File: config.mk
export PLATFORM = sky130hd
export DESIGN_NAME = mem_stage_sram_ctrl
export DESIGN_NICKNAME = d
export VERILOG_FILES = /design/src/rtl/arm_mem_pkg.sv /design/src/rtl/sram_phase_counter.sv /design/src/rtl/mem_stage_sram_ctrl.sv
export SDC_FILE = /design/constraint.sdc
export NUM_CORES = 1
export LEC_CHECK = 0
export ABC_AREA = 1
export CAP_MARGIN = 20
export CORE_AREA = 2 2 76 78
export CTS_BUF_LIST = sky130_fd_sc_hd__clkbuf_8 sky130_fd_sc_hd__clkbuf_16
export CTS_CLUSTER_DIAMETER = 120
export CTS_CLUSTER_SIZE = 30
export DETAILED_ROUTE_END_ITERATION = 10
export DIE_AREA = 0 0 78 80
export DONT_BUFFER_PORTS = 1
export GPL_TIMING_DRIVEN = 0
export MAX_ROUTING_LAYER = met4
export PLACE_DENSITY_LB_ADDON = 0.15
export SLEW_MARGIN = 20
export SYNTH_ARGS = -nofsm -noshare
export SYNTH_HDL_FRONTEND = slang
export SYNTH_HIERARCHICAL = 1
export SYNTH_SLANG_ARGS = --single-unit
File: constraint.sdc
create_clock -name clk -period 2.1 [get_ports clk]
set_input_delay 0.42 -clock clk [delete_from_list [all_inputs] [get_ports clk]]
set_output_delay 0.42 -clock clk [all_outputs]
set_load 0.01 [all_outputs]
File: src/rtl/arm_mem_pkg.sv
// Shared definitions for the memory-stage SRAM controller.
package arm_mem_pkg;

  // Access sequencer states: idle, low half-word, high half-word, completion.
  typedef enum logic [1:0] {
    IDLE = 2'd0,
    LO   = 2'd1,
    HI   = 2'd2,
    DONE = 2'd3
  } state_t;

  localparam int unsigned ADDR_BASE = 1024;
  localparam int unsigned SRAM_DW   = 16;
  localparam int unsigned SRAM_AW   = 18;

endpackage

File: src/rtl/sram_phase_counter.sv
// Wait-state counter for one SRAM half-word phase.
module sram_phase_counter #(
  parameter int unsigned WAIT = 2
) (
  input  logic clk,
  input  logic rst,
  input  logic clr,
  output logic tc
);

  logic [3:0] cnt;

  // Count cycles within a phase; cleared on reset and on every phase entry.
  always_ff @(posedge clk) begin
    if (rst || clr) cnt <= '0;
    else            cnt <= cnt + 4'd1;
  end

  assign tc = (cnt == 4'(WAIT - 1));

endmodule

File: src/rtl/mem_stage_sram_ctrl.sv
// Memory-stage controller: 32-bit loads/stores over a 16-bit SRAM in two
// half-word phases, stalling the upstream pipeline while an access runs.
module mem_stage_sram_ctrl #(
  parameter int unsigned ADDR_BASE = arm_mem_pkg::ADDR_BASE,
  parameter int unsigned SRAM_WAIT = 2,
  parameter int unsigned SRAM_AW   = arm_mem_pkg::SRAM_AW
) (
  input  logic               clk,
  input  logic               rst,
  input  logic               wb_en_in,
  input  logic               mem_r_en_in,
  input  logic               mem_w_en_in,
  input  logic [3:0]         dest_in,
  input  logic [31:0]        alu_res_in,
  input  logic [31:0]        val_rm_in,
  output logic               freeze,
  output logic               wb_en_out,
  output logic               mem_r_en_out,
  output logic [3:0]         dest_out,
  output logic [31:0]        alu_res_out,
  output logic [31:0]        mem_data_out,
  output logic [SRAM_AW-1:0] sram_addr,
  output logic [15:0]        sram_dq_out,
  output logic               sram_dq_oe,
  input  logic [15:0]        sram_dq_in,
  output logic               sram_we_n
);

  import arm_mem_pkg::*;

  localparam logic [31:0] BASE = 32'(ADDR_BASE);

  state_t               state, state_nx;
  logic                 req;
  logic                 in_phase;
  logic                 is_wr;
  logic                 tc;
  logic                 cnt_clr;
  logic [SRAM_AW-2:0]   word;
  logic [SRAM_DW-1:0]   lo_q;

  assign req      = mem_r_en_in | mem_w_en_in;
  assign in_phase = (state == LO) || (state == HI);
  // Half-word pair index; low offset bits and out-of-range bits drop silently.
  assign word     = (SRAM_AW-1)'((alu_res_in - BASE) >> 2);

  assign wb_en_out    = wb_en_in;
  assign mem_r_en_out = mem_r_en_in;
  assign dest_out     = dest_in;
  assign alu_res_out  = alu_res_in;

  // Clearing on terminal count restarts the count for the phase being entered.
  assign cnt_clr = ~in_phase | tc;

  sram_phase_counter #(
    .WAIT (SRAM_WAIT)
  ) u_phase_cnt (
    .clk (clk),
    .rst (rst),
    .clr (cnt_clr),
    .tc  (tc)
  );

  // Next-state sequencing of the two half-word phases.
  always_comb begin
    state_nx = state;
    case (state)
      IDLE:    if (req) state_nx = LO;
      LO:      if (tc)  state_nx = HI;
      HI:      if (tc)  state_nx = DONE;
      DONE:    state_nx = IDLE;
      default: state_nx = IDLE;
    endcase
  end

  // State, latched op type and read-data capture.
  always_ff @(posedge clk) begin
    if (rst) begin
      state        <= IDLE;
      is_wr        <= 1'b0;
      lo_q         <= '0;
      mem_data_out <= '0;
    end else begin
      state <= state_nx;
      if (state == IDLE && req) is_wr <= mem_w_en_in;
      if (state == LO && tc && !is_wr) lo_q <= sram_dq_in;
      // High half lands directly in the output register so a later read's
      // low phase cannot disturb the value still being presented.
      if (state == HI && tc && !is_wr) mem_data_out <= {sram_dq_in, lo_q};
    end
  end

  // Stall and SRAM pin drive; everything is forced idle while rst is high.
  always_comb begin
    freeze      = 1'b0;
    sram_addr   = '0;
    sram_dq_out = '0;
    sram_dq_oe  = 1'b0;
    sram_we_n   = 1'b1;
    if (!rst) begin
      freeze = ((state == IDLE) && req) || in_phase;
      if (state == LO) sram_addr = {word, 1'b0};
      else if (state == HI) sram_addr = {word, 1'b1};
      if (in_phase && is_wr) begin
        sram_dq_oe  = 1'b1;
        sram_we_n   = 1'b0;
        sram_dq_out = (state == LO) ? val_rm_in[15:0] : val_rm_in[31:16];
      end
    end
  end

endmodule

Word level (Yosys, flattened, before mapping)

Cells that the tools add are included.

Register bits: 55
Input port bits: 89
Output and inout bits: 107
Logic and storage cells: 44

$add $sub $neg: 2
Equal/unequal tests: 7
Mux-type cells: 15
Bitwise gates (word level): 3
Reduce and logical (&&, ||, !) cells: 12

Operators with widths:

| operator                                            | count |
|---|---|
| two-way mux 18 bit                                  | 3 |
| two-way mux 16 bit                                  | 3 |
| subtractor 19 x 11 -> 19 bit, second input constant | 1 |
| one-hot mux 2 bit (4 select lines)                  | 1 |
| logical AND 1 bit                                   | 6 |
| two-way mux 2 bit                                   | 3 |
| inequality test 2 bit, second input constant        | 3 |
| two-way mux 1 bit                                   | 5 |
| adder 4 x 1 -> 4 bit, second input constant         | 1 |
| == test 2 bit, second input constant                | 2 |
| == test 4 x 1 -> 1 bit, second input constant       | 1 |
| logical OR 1 bit                                    | 3 |
| AND reduction 3 bit                                 | 1 |
| == test 2 x 1 -> 1 bit, second input constant       | 1 |
| zero test 2 bit                                     | 1 |
| OR 1 bit                                            | 2 |
| zero test 1 bit                                     | 1 |
| NOT 1 bit                                           | 1 |

Logic depth before layout (Yosys ltp)

Depth in word-level cells: 5
Depth in mapped cells: 10
Mapped depth without buffers: 10

By module

Netlist, hierarchy kept.

Modules (own cells, without submodules):

| module              | instances | cells each | area an instance (um2) | sequential area each (um2) |
|---|---|---|---|---|
| mem_stage_sram_ctrl | 1         | 401        | 2,822.7                | 1,021.0 |
| sram_phase_counter  | 1         | 20         | 173.9                  | 80.1 |

Worst setup path after synthesis

No wires, ideal clock.

Path kind: register -> output
From: register state[1]
To: output port sram_dq_out[10]
Arrival: 1.333 ns
Data required time: 1.680 ns
Path slack: 0.347 ns
Stages on the path, launching flop included: 8
Path buffers: 1
Path through: dfxtp_1 > inv_1 > ha_1 > inv_1 > nor3_4 > buf_6 > nand2_1 > inv_1

Longest elaborated chain between the ends: 5
Elaborated cells between the ends (all ways): 7
Classes of those cells: eq/ne (2); mux (3); reduce/logical (2)

RTL lines:

| what                                                    | RTL line                                              | text |
|---|---|---|
| start: declaration                                      | mem_stage_sram_ctrl.sv:33                             | `state_t state, state_nx;` |
| start signal: assignment                                | mem_stage_sram_ctrl.sv:84                             | `state <= state_nx;` |
| == test 2 x 1 -> 1 bit or == test 2 bit (tied branches) | mem_stage_sram_ctrl.sv:43, mem_stage_sram_ctrl.sv:107 |  |
| logical OR 1 bit                                        | mem_stage_sram_ctrl.sv:43                             | `assign in_phase = (state == LO) \|\| (state == HI);` |
| logical AND 1 bit                                       | mem_stage_sram_ctrl.sv:104                            | `if (in_phase && is_wr) begin` |
| two-way mux 16 bit *                                    | mem_stage_sram_ctrl.sv:104                            |  |
| two-way mux 16 bit *                                    | mem_stage_sram_ctrl.sv:100                            | `if (!rst) begin` |
| end: declaration                                        | mem_stage_sram_ctrl.sv:23                             | `output logic [15:0] sram_dq_out,` |

Every way passes the cells marked *; elsewhere a longest branch is shown, timed or not.

Worst setup path in the final report

From: register state[1]
To: output port sram_addr[9]

Longest elaborated chain between the ends: 4
Elaborated cells between the ends (all ways): 5
Classes of those cells: eq/ne (2); mux (3)

RTL lines:

| what                 | RTL line                   | text |
|---|---|---|
| == test 2 bit        | mem_stage_sram_ctrl.sv:103 | `else if (state == HI) sram_addr = {word, 1'b1};` |
| two-way mux 18 bit   | mem_stage_sram_ctrl.sv:103 |  |
| two-way mux 18 bit * | mem_stage_sram_ctrl.sv:102 | `if (state == LO) sram_addr = {word, 1'b0};` |
| two-way mux 18 bit * | mem_stage_sram_ctrl.sv:100 |  |
| end: declaration     | mem_stage_sram_ctrl.sv:22  | `output logic [SRAM_AW-1:0] sram_addr,` |

Marks and branches as above.

==> results.md <==
* Dpl hpwl at 4959 µm
* Worst path arrival time at 1590 ps
* Clk sinks at 55
* Sequential cell area fraction in the yosys report at 36.74%
* Net count after synthesis at 517
* Total track usage at 21.74%
* Actual slew at the worst max-slew pin at 363.5 ps
* Max-Cap Viols at 0
* Worst-path clk slew at 90 ps
* Nets@finish at 536
* Hold slack at 246.4 ps
* First-pass GRT wire length at 10470 µm
* Area leader, netlist: dfxtp_1
* CTS tree: done
* Mapped Avg Cell Area at 7.118 µm²
* Core footprint at 5405 µm²
* IO buf count at 0
* Switching share of power at 36.39%
* Final ANT Viol Nets at 0
* Initial antenna violation count at 0
* Max H-tree Level at 2
* Routed len/inst at 13.14 µm
* Overall routed net length at 6741 µm
* Clock insertion delay at the later pin of the skew report at 310 ps
* DIE WIDTH at 78 µm
* Clock power frac at 17.2%
* Crit end category: output pin
* End of the critical path: sram_addr[9]
* CP Max Fanout at 6
* Slowest cell on crit path: dfxtp_2
* Diode count at 0
* Skew final at 6.760 ps
* Max stage delay on crit path at 370 ps
* Maximum VDD drop at 0.7180 mV
* Pin count of the biggest net entering global routing at 16
* Period Utilization, post-route at 95.76%
* Die height at 80 µm
* Worst Hold Class: input pin to flop
* Worst reg-to-reg setup slack at 230 ps
* Syn Inst Count at 421
* Pwr per Cell Area at 945.8 nW/µm²
* Inst Count DP at 493
* FF-to-FF Start: u_phase_cnt/cnt[0]$_SDFF_PP0_
* Drt pass-1 iters at 4
* Pleak at 1.533 nW
* P_sw at 1.171 mW
* Die area at 6240 µm²
* Max-slew violation count at 0
* Layout cell share with drive strength beyond 1 at 27.21%
* Synth top area cells: dfxtp_1, nor2_1, buf_4
* Slew Limit Headroom at 75.76%
* Utilization after layout at 62.96%
* Via count at 2542
* DR vias/cell at 4.955
* Vias in the first global route at 2343
* R2R Path End: mem_data_out[31]$_SDFFE_PP0P_
* Comb pwr share at 42.8%
* Period minus WS final at 2011 ps
* Root buf cell: clkbuf_8
* Final setup viols at 0
* Data required, critical path at 1680 ps
* Row cnt at 27
* Post-Layout Cell Count at 513
* Register bit total from synthesis at 55
* GRT overflow at 0
* Mapped Area at 2997 µm²
* RD Place Congestion at 0.8170
* WS Path Type: flop to output pin
* Initial Util at 55.44%
* CP Cell Sequence: buf_6 -> ha_4 -> nor2_1 -> nor2_2 -> inv_2 -> clkbuf_16 -> nor2_4
* Area growth from synthesis to layout at 13.57%
* Ys Warns at 6
* Crit path from: state[1]$_SDFFE_PP0P_
* Status: finished clean
* Hold Fails Final Rpt at 0
* Yosys top cell area share at 36.74%
* Initial DRC count at 114
* TritonCTS Buffers at 5
* Hold path cells at 2
* Netlist cell types at 26
* CTS Buffer Depth at 2
* Hold-fix buffers, CTS at 0
* Cells on worst reg2reg path at 7
* Cell Int Power at 2.048 mW
* Post-route DRC violation count at 0
* Tot Pwr at 3.219 mW
* Critical path launch point type: flop
* IO Pins at 196
* Flop pwr share at 40.0%
* Fmax at 497.3 MHz
-- worst min path at each step --
| stage | end | slack [ps] | startpoint |
|---|---|---|---|
| floorplan | u_phase_cnt/cnt[0]$_SDFF_PP0_ | 440 | u_phase_cnt/cnt[0]$_SDFF_PP0_ |
| global placement | lo_q[4]$_SDFFE_PP0P_ | 460 | lo_q[4]$_SDFFE_PP0P_ |
| detailed placement | lo_q[0]$_SDFFE_PP0P_ | 470 | lo_q[0]$_SDFFE_PP0P_ |
| CTS | is_wr$_SDFFE_PP0P_ | 240 | mem_w_en_in |
| global route | is_wr$_SDFFE_PP0P_ | 250 | mem_w_en_in |
| finish | is_wr$_SDFFE_PP0P_ | 250 | mem_w_en_in |
-- per-layer routing --
layer | GRT usage, % | up-vias | wire length [µm]
li1 | - | 1293 | -
met1 | 25.09 | 1128 | 2736
met2 | 36.90 | 114 | 3306
met3 | 6.109 | 7 | 627
met4 | 6.842 | 0 | 71
met5 | - | - | 0
-- Yosys cell counts --
cell	instances
clkbuf_8	1
a21oi_1	3
xor2_1	1
nor2_2	2
clkbuf_1	6
nand3_1	4
nor3_1	1
nand2_1	38
inv_2	5
inv_1	40
or2_2	1
ha_1	7
nor3_4	1
nand3_4	1
nand4_1	2
mux2_2	16
buf_6	4
buf_1	1
nor2_1	132
dfxtp_1	55
buf_4	42
xnor2_1	2
nand3_2	1
or2_4	1
o21ai_0	52
buf_2	2
-- worst max-delay path: cells and delay by family (launching register included) --
kind                     cells  cell delay (ps)
adder cells (fa/ha/maj)      1              120
buffers and inverters        3              420
flip-flops                   1              370
AND/OR/NAND/NOR              3              370
-- power groups by stage --
stage	registers [mW]	logic [mW]	clock network [mW]
CTS	1.28	1.28	0.576
global route	1.30	1.54	0.609
detailed placement	1.30	1.09	0
floorplan	1.27	0.940	0
global placement	1.29	1.06	0
finish	1.29	1.38	0.554
-- metrics by stage --
stage / setup WS (ps) / TNS, ps / area, µm²
after global routing: -3.154 / -6.189 / 3403
after floorplan: 347.4 / 0 / 2997
after CTS: -0.2461 / -0.2461 / 3323
final: 89.10 / 0 / 3403
after detailed placement: 167.3 / 0 / 3087
after global placement: 192.0 / 0 / 3087
-- cells in the final DEF, fill, tap and decap left out --
cell,count
nor2_1,122
dfxtp_1,53
o21ai_0,52
buf_4,51
nand2_1,38
inv_1,32
mux2_2,16
inv_2,14
nor2_4,10
clkbuf_8,6
clkbuf_1,6
buf_6,4
nand3_1,4
ha_1,4
a21oi_1,3
buf_2,3
ha_4,3
nor2_2,2
xnor2_1,2
nand4_1,2
dfxtp_2,2
xor2_1,1
or2_2,1
buf_12,1
inv_4,1
nor3_4,1
nand3_4,1
buf_1,1
nand3_2,1
nor3_1,1
clkinv_2,1
clkbuf_16,1
or2_4,1
-- layout make-up --
cell class | instances | area [µm²]
Buffer | 55 | 407.9
Tap cell | 72 | 90.09
Multi-Input combinational cell | 265 | 1429
Sequential cell | 55 | 1104
Timing Repair Buffer | 13 | 120.1
Inverter | 45 | 171.4
Clock inverter | 3 | 12.51
Clock buffer | 5 | 68.82
Fill cell | 500 | 2002
-- cells by family after synthesis --
kind of cell,after synthesis,share of synthesized area (%)
DFF,55,36.74
xor gates and xnor gates,3,0.8770
muxes,16,6.012
buffers and inverters,101,19.33
AOI/OAI and AO/OA,55,9.186
adders and majority gates,7,2.923
and+or+nand+nor,184,24.93
-- repair_timing --
action | in CTS | in global routing
gates resized for setup | 37 | 5
buffers inserted | 6 | 5
pin swaps | 3 | 4
setup endpoints to repair | 32 | 32
gates cloned | 1 | 1
-- state kept, by name, indices dropped and copies added, names as in the netlist --
register         flops
u_phase_cnt/cnt      4
mem_data_out        32
is_wr                1
lo_q                16
state                2
(Power assumes the default switching activity.)
